==> src/rtl/pipe_hazard_ctrl.sv <==
// pipe_hazard_ctrl: five-stage pipeline sequencer for load-use stalls, branch redirects, dmem freezes and debug halt
module pipe_hazard_ctrl #(
  parameter int WIDTH = 32,
  parameter int DRAIN_CYCLES = 3
) (
  input  logic             clk,
  input  logic             rst_n,
  input  logic             ex_branch_taken,
  input  logic [WIDTH-3:0] ex_branch_target,
  input  logic             ex_is_load,
  input  logic [4:0]       ex_rd,
  input  logic [4:0]       id_rs1,
  input  logic [4:0]       id_rs2,
  input  logic             id_use_rs1,
  input  logic             id_use_rs2,
  input  logic             dmem_busy,
  input  logic             halt_req,
  input  logic             resume,
  output logic             is_stall,
  output logic             is_branch,
  output logic [WIDTH-3:0] branch_addr,
  output logic             flush_id,
  output logic             bubble_ex,
  output logic             freeze,
  output logic             halted,
  output logic [15:0]      stall_cnt
);
  typedef enum logic [2:0] {RUN, LOAD_STALL, REDIRECT, DRAIN, HALTED} state_t;
  state_t state_q, state_d;
  logic [3:0] drain_q, drain_d;
  logic [15:0] stall_cnt_q, stall_cnt_d;
  logic load_use;
  assign load_use = ex_is_load && ex_rd != 5'd0 &&
                    ((id_use_rs1 && id_rs1 == ex_rd) || (id_use_rs2 && id_rs2 == ex_rd));
  always_comb begin
    state_d = state_q;
    drain_d = drain_q;
    is_stall = 1'b0;
    is_branch = 1'b0;
    flush_id = 1'b0;
    bubble_ex = 1'b0;
    freeze = 1'b0;
    halted = 1'b0;
    if (!rst_n) begin
      state_d = RUN;
    end else if (dmem_busy) begin
      freeze = 1'b1;
      is_stall = 1'b1;
    end else begin
      case (state_q)
        RUN: begin
          if (ex_branch_taken) begin
            is_branch = 1'b1;
            flush_id = 1'b1;
            bubble_ex = 1'b1;
            state_d = REDIRECT;
          end else if (load_use) begin
            is_stall = 1'b1;
            bubble_ex = 1'b1;
            state_d = LOAD_STALL;
          end else if (halt_req) begin
            is_stall = 1'b1;
            bubble_ex = 1'b1;
            drain_d = 4'(DRAIN_CYCLES - 1);
            state_d = DRAIN;
          end
        end
        LOAD_STALL: state_d = RUN;
        REDIRECT: begin
          flush_id = 1'b1;
          state_d = RUN;
        end
        DRAIN: begin
          is_stall = 1'b1;
          bubble_ex = 1'b1;
          state_d = drain_q == 4'd0 ? HALTED : DRAIN;
          drain_d = drain_q == 4'd0 ? drain_q : drain_q - 4'd1;
        end
        HALTED: begin
          is_stall = 1'b1;
          bubble_ex = 1'b1;
          halted = 1'b1;
          state_d = resume ? RUN : HALTED;
        end
        default: state_d = RUN;
      endcase
    end
  end
  assign branch_addr = is_branch ? ex_branch_target : '0;
  assign stall_cnt_d = (is_stall && stall_cnt_q != 16'hFFFF) ? stall_cnt_q + 16'd1 : stall_cnt_q;
  assign stall_cnt = stall_cnt_q;
  always_ff @(posedge clk or negedge rst_n) begin
    if (!rst_n) begin
      state_q <= RUN;
      drain_q <= 4'd0;
      stall_cnt_q <= 16'd0;
    end else begin
      state_q <= state_d;
      drain_q <= drain_d;
      stall_cnt_q <= stall_cnt_d;
    end
  end
endmodule

==> config.mk <==
export PLATFORM = sky130hd
export DESIGN_NAME = pipe_hazard_ctrl
export DESIGN_NICKNAME = d
export VERILOG_FILES = /design/src/rtl/pipe_hazard_ctrl.sv
export SDC_FILE = /design/constraint.sdc
export NUM_CORES = 1
export LEC_CHECK = 0
export ABC_AREA = 1
export CORE_UTILIZATION = 41
export CTS_CLUSTER_SIZE = 25
export DETAILED_ROUTE_END_ITERATION = 10
export PLACE_DENSITY = 0.91
export SETUP_SLACK_MARGIN = 0.15
export SYNTH_ARGS = -nofsm -noshare
export SYNTH_HDL_FRONTEND = slang
export SYNTH_SLANG_ARGS = --single-unit
==> constraint.sdc <==
create_clock -name clk -period 2.3 [get_ports clk]
set_input_delay 0.575 -clock clk [delete_from_list [all_inputs] [get_ports clk]]
set_output_delay 0.575 -clock clk [all_outputs]
set_load 0.005 [all_outputs]
---- After elaboration in Yosys (flattened, before gate mapping) ----
Index checks and enable logic that the tools add are counted.
storage, ports and cells
  register bits ........................... 23
  bits in latches ......................... 0
  RAM bits ................................ 0
  ROM bits ................................ 0
  logic and storage cells ................. 67
  memories ................................ 0
cells by class
  add/subtract/negate cells ............... 2
  $mul .................................... 0
  divide/modulo/power cells ............... 0
  order comparisons ....................... 0
  equality and inequality tests ........... 12
  shift-type cells ........................ 0
  multiplexer cells ....................... 36
  bitwise logic cells ..................... 1
  reductions and logical operators ........ 13
operators with widths
  kind                                                                 number
  30-bit 2-to-1 mux                                                    1
  3-bit 2-to-1 mux                                                     7
  1-bit 2-to-1 mux                                                     19
  16-bit by 1-bit adder with 16-bit output (second input constant)     1
  4-bit 2-to-1 mux                                                     4
  16-bit inequality test (second input constant)                       1
  5-bit == test                                                        2
  2-bit inequality test (second input constant)                        5
  3-bit one-hot mux with 3 select lines                                1
  4-bit one-hot mux with 2 select lines                                1
  7-bit AND reduction                                                  1
  3-bit by 2-bit == test with 1-bit output (second input constant)     2
  1-bit one-hot mux with 2 select lines                                3
  1-bit logical AND                                                    5
  5-bit inequality test (second input constant)                        1
  5-bit nonzero test                                                   1
  4-bit zero test                                                      1
  4-bit by 1-bit subtractor with 4-bit output (second input constant)  1
  3-bit == test (second input constant)                                1
  3-bit zero test                                                      1
  2-bit AND reduction                                                  1
  2-bit nonzero test                                                   1
  2-bit OR reduction                                                   1
  1-bit logical OR                                                     1
  1-bit inverter                                                       1

---- Logic depth before layout (Yosys ltp) ----
Gate-level depths: netlist of run 1.
  depth in word-level cells ............... 10
  mapped depth ............................ 14

---- Worst setup path after synthesis of run 1 ----
No wires, ideal clock.
  path kind ............................... input port to output port
  start point ............................. input id_rs2[0]
  end point ............................... output is_stall
  data arrival time ....................... 1368 ps
  data required time ...................... 1725 ps
  path slack .............................. 357 ps
  cell stages on the path ................. 11
  buffers on the path ..................... 1
  cells stage by stage .................... inv_1 nand2_1 nand2_1 nor2_1 nand3_1 nand2_1 nand2_2 nand2_2 nand2_2 nand2_4 buf_4
between the ends
  longest elaborated chain between the ends .. 9
RTL lines
  what                                   line  RTL
  start: declaration                     13    input logic [4:0] id_rs2,
  5-bit == test                          34    ((id_use_rs1 && id_rs1 == ex_rd) || (id_use_rs2 && id_rs2 == ex_rd));
  1-bit logical AND                      34
  1-bit logical OR                       34
  1-bit logical AND                      33    assign load_use = ex_is_load && ex_rd != 5'd0 &&
  1-bit 2-to-1 mux                       57    end else if (load_use) begin
  1-bit 2-to-1 mux                       52    if (ex_branch_taken) begin
  1-bit one-hot mux with 2 select lines  50    case (state_q)
  1-bit 2-to-1 mux                       46    end else if (dmem_busy) begin
  1-bit 2-to-1 mux                       44    if (!rst_n) begin
  end: declaration                       19    output logic is_stall,
No other way between the ends.

---- Final worst setup path of run 1 ----
  start point ............................. register state_q[1]
  end point ............................... output is_stall
between the ends
  longest elaborated chain between the ends .. 5
  elaborated cells on any way between the ends .. 7
RTL lines
  what                                                                              line  RTL
  start: declaration                                                                29    state_t state_q, state_d;
  start signal: assignment                                                          98    state_q <= state_d;
  3-bit == test / 3-bit by 2-bit == test with 1-bit output (equally long branches)  50
  2-bit OR reduction (no line)                                                      -
  1-bit one-hot mux with 2 select lines *                                           50
  1-bit 2-to-1 mux *                                                                46
  1-bit 2-to-1 mux *                                                                44
Mark *: on every way between the ends. The rest lies on a longest branch, timed or not.

==> results of run 1 <==
## cells in the final DEF, fill, tap and decap left out, types with 2 or more instances in the layout
cell type / instances
o21ai_0: 8
nor4_1: 2
buf_16: 3
buf_2: 30
nor3_4: 3
xor2_1: 12
clkbuf_2: 12
dlygate4sd2_1: 3
inv_2: 11
dfrtp_1: 23
ha_1: 3
nand2_1: 70
inv_1: 63
nor2_4: 12
nand4_1: 6
buf_6: 8
nand2_4: 2
clkdlybuf4s50_1: 49
clkdlybuf4s15_2: 2
buf_4: 20
clkbuf_8: 3
nor3_1: 7
nor2_2: 12
clkdlybuf4s15_1: 4
nand3_1: 25
nor2_1: 28
nand2_2: 26
xnor2_1: 4
## power breakdown
group	switching (mW)	internal (mW)	leakage, nW
Clock	0.133	0.121	0.0255
Combinational	0.346	0.356	1.54
Sequential	0.0718	0.459	0.312
## Yosys cell counts (4+ instances only)
master   number
nand2_1      73
inv_1        68
nor2_1       51
nand3_1      26
nand2_2      24
dfrtp_1      23
xor2_1       12
o21ai_0       9
nor3_1        7
inv_2         6
nand4_1       6
xnor2_1       4
## worst paths after layout
path                                             end                      from  cells after the start
hold reg to reg               state_q[2]$_DFFE_PN0P_    state_q[2]$_DFFE_PN0P_                      2
setup reg to reg            stall_cnt[3]$_DFFE_PN0P_  stall_cnt[0]$_DFFE_PN0P_                      9
max in group asynchronous  stall_cnt[12]$_DFFE_PN0P_                     rst_n                      3
hold / removal              stall_cnt[5]$_DFFE_PN0P_                     rst_n                      2
setup / recovery                            is_stall    state_q[1]$_DFFE_PN0P_                      8
min in group clk              state_q[2]$_DFFE_PN0P_    state_q[2]$_DFFE_PN0P_                      2
## layout make-up
type | instances | area, um2 | area share, %
Sequential cell | 23 | 576 | 16.6
Multi-Input combinational cell | 230 | 1330 | 38.5
Tap cell | 67 | 83.8 | 2.42
Clock inverter | 1 | 5.00 | 0.145
Clock buffer | 3 | 41.3 | 1.19
Inverter | 74 | 278 | 8.03
Timing Repair Buffer | 133 | 1140 | 33.1
## sequential cells by signal (all words and copies together), names as in the netlist
| register | count |
|---|---|
| state_q | 3 |
| stall_cnt | 16 |
| drain_q | 4 |
## kinds of logic (layout without fill, tap and decap cells)
family	after synthesis	after routing
and+or+nand+nor	197	197
buffers and inverters	80	211
DFF	23	23
xor gates and xnor gates	16	16
AOI/OAI and AO/OA	14	14
adders and majority gates	3	3
## metal layers
| layer | part of all wire, % | GRT usage [%] | up-vias | wire length (um) |
|---|---|---|---|---|
| met1 | 37 | 25.8 | 1145 | 2570 |
| met4 | 2.5 | 8.12 | 0 | 170 |
| met5 | 0 | 0 | - | 0 |
| met3 | 7.1 | 3.43 | 12 | 491 |
| li1 | - | - | 1262 | - |
| met2 | 53 | 51.2 | 100 | 3680 |
## worst reg2reg max path, stage by stage (launching register included)
cell	delay, ns
dfrtp_1	0.45
ha_1	0.25
inv_1	0.11
nor3_4	0.27
nand2_2	0.10
nor2_4	0.11
nand3_4	0.22
nand2_8	0.25
nand2_1	0.08
nand2_1	0.06
## per-stage QoR
step	cells	setup slack [ns]	total power, mW
floorplan	333	0.357	0.831
global placement	516	-0.554	1.13
detailed placement	516	-0.592	1.16
CTS	530	0.0985	1.45
global route	531	0.0226	1.58
finish	531	0.105	1.49
## repair_timing
item / 4_1_cts / 5_1_grt
hold endpoints to repair: 0 / 0
resized for setup: 186 / 60
pin swaps: 24 / 23
gates cloned: 3 / 0
setup buffers: 7 / 1
endpoints found under the setup margin: 52 / 37
==> impl_metrics.ini, run 1 <==
[synthesis]
synth_cells = 333
synth-compound-area-share_pct = 3.78
ys_seq_elements = 23
syn_nets = 390
synth_top_area_cell = dfrtp_1
syn_avg_cell_area_um2 = 6.26
ys_seq_area_share_pct = 27.6
synthDistinctLibCells = 29
synth_edf_count = 0
ys.flop_type = dfrtp_1
synthMuxAreaShare_pct = 0
syn-cell-area_um2 = 2080
synth-adder-area-share_pct = 1.80
post_synth_xor_area_fraction_pct = 6.72
synth_area_leaders = dfrtp_1, nand2_1, inv_1, nor2_1, nand2_2
yosys_warnings = 0
yosys.area.top_type_share_pct = 27.6
synth_top_family_by_area = simple AND/OR/NAND/NOR gates
ys_async_sr_fraction_pct = 100
synthSimpleGateAreaFrac_pct = 44.7

[clock_network]
h-tree-depth = 1
cts_buffers = 3
insertion_delay_ns = 0.27
cts_root_buf = clkbuf_8
cts_sinks = 23
cts_hold_buf = 0
cts_tree = done
cts_max_path_buffers = 2
path_clk_slew_ns = 0.08

[grt]
grt_use_total_pct = 25.1
grt_pass1_vias = 2406
grt_max_degree = 24
grt_pass1_wl_um = 10600
antenna_found_initial = 0
grt_overflow = 0

[timing]
setup_tns_ns = 0
holdWs_ns = 0.235
slew_headroom_pct = 73.0
drv_slew = 0
fin_crit_sh_pct = 95.4
rsz0062_at_grt = yes
worst_pin_slew_ns = 0.402
skew_ns = 0.00322
period_needed_ns = 2.19
setup_viol_count_final = 0
fmax_mhz = 456
hold_viol = 0

[route]
ant_nets = 0
wl_per_cell_um = 13.0
num_vias = 2519
avgViaCountPerCell = 4.74
drc = 0
drt-pass1-iter-count = 4
totalWireLength_um = 6910
first_iter_violations = 95

[min_path]
hold_path.class = in2async

[placed_design]
place_area_um2 = 3320
dpl.hpwl_um = 4910
io_buffers = 105
gp_congestion = 0.962

[worst_setup_path]
arrival_ns = 1.62
cpPeakStageDelay_ns = 0.39
crit_path_end_kind = primary output
crit_family = simple AND/OR/NAND/NOR gates
worstSetupPathType = reg2out
r2r_slack_ns = 0.34
path_buf_inv = 3
path_cells = nor2_2 > nand2_2 > buf_4 > buf_6 > nor3_4 > nand2_2 > nand2_4 > buf_6
startpoint_type = flip-flop
cp_max_fo = 5
cp_slowest_cell = dfrtp_1
cp.required_ns = 1.73

[layout]
num-fill-cells = 366
diodes = 0
final_util_pct = 71.8
area_growth_pct = 66.0
fin_nets = 522
drive_gt1_share_pct = 32.3
final_cell_area_um2 = 3460

[floorplanning]
ios = 106
chipHeight_um = 73.3
rows = 25
dieWidth_um = 73.3
start_util_pct = 43.3
design.core.area_um2 = 4820
dieArea_um2 = 5370

[pwr]
p_per_area_nw_per_um2 = 430
leakagePower_nw = 1.88
ir_drop_mv = 0.500

[flow_run]
cap_violations = 0

[status]
outcome = finished, final reports clean
(Power assumes the default switching activity.)
==> inputs of run 2 (changes only) <==
--- a/config.mk
+++ b/config.mk
@@ -11,6 +11,7 @@
 export DETAILED_ROUTE_END_ITERATION = 10
 export PLACE_DENSITY = 0.91
 export SETUP_SLACK_MARGIN = 0.15
+export SLEW_MARGIN = 20
 export SYNTH_ARGS = -nofsm -noshare
 export SYNTH_HDL_FRONTEND = slang
 export SYNTH_SLANG_ARGS = --single-unit
==> results of run 2 <==
The final DEF is identical to that of run 1; final timing and power are the same.
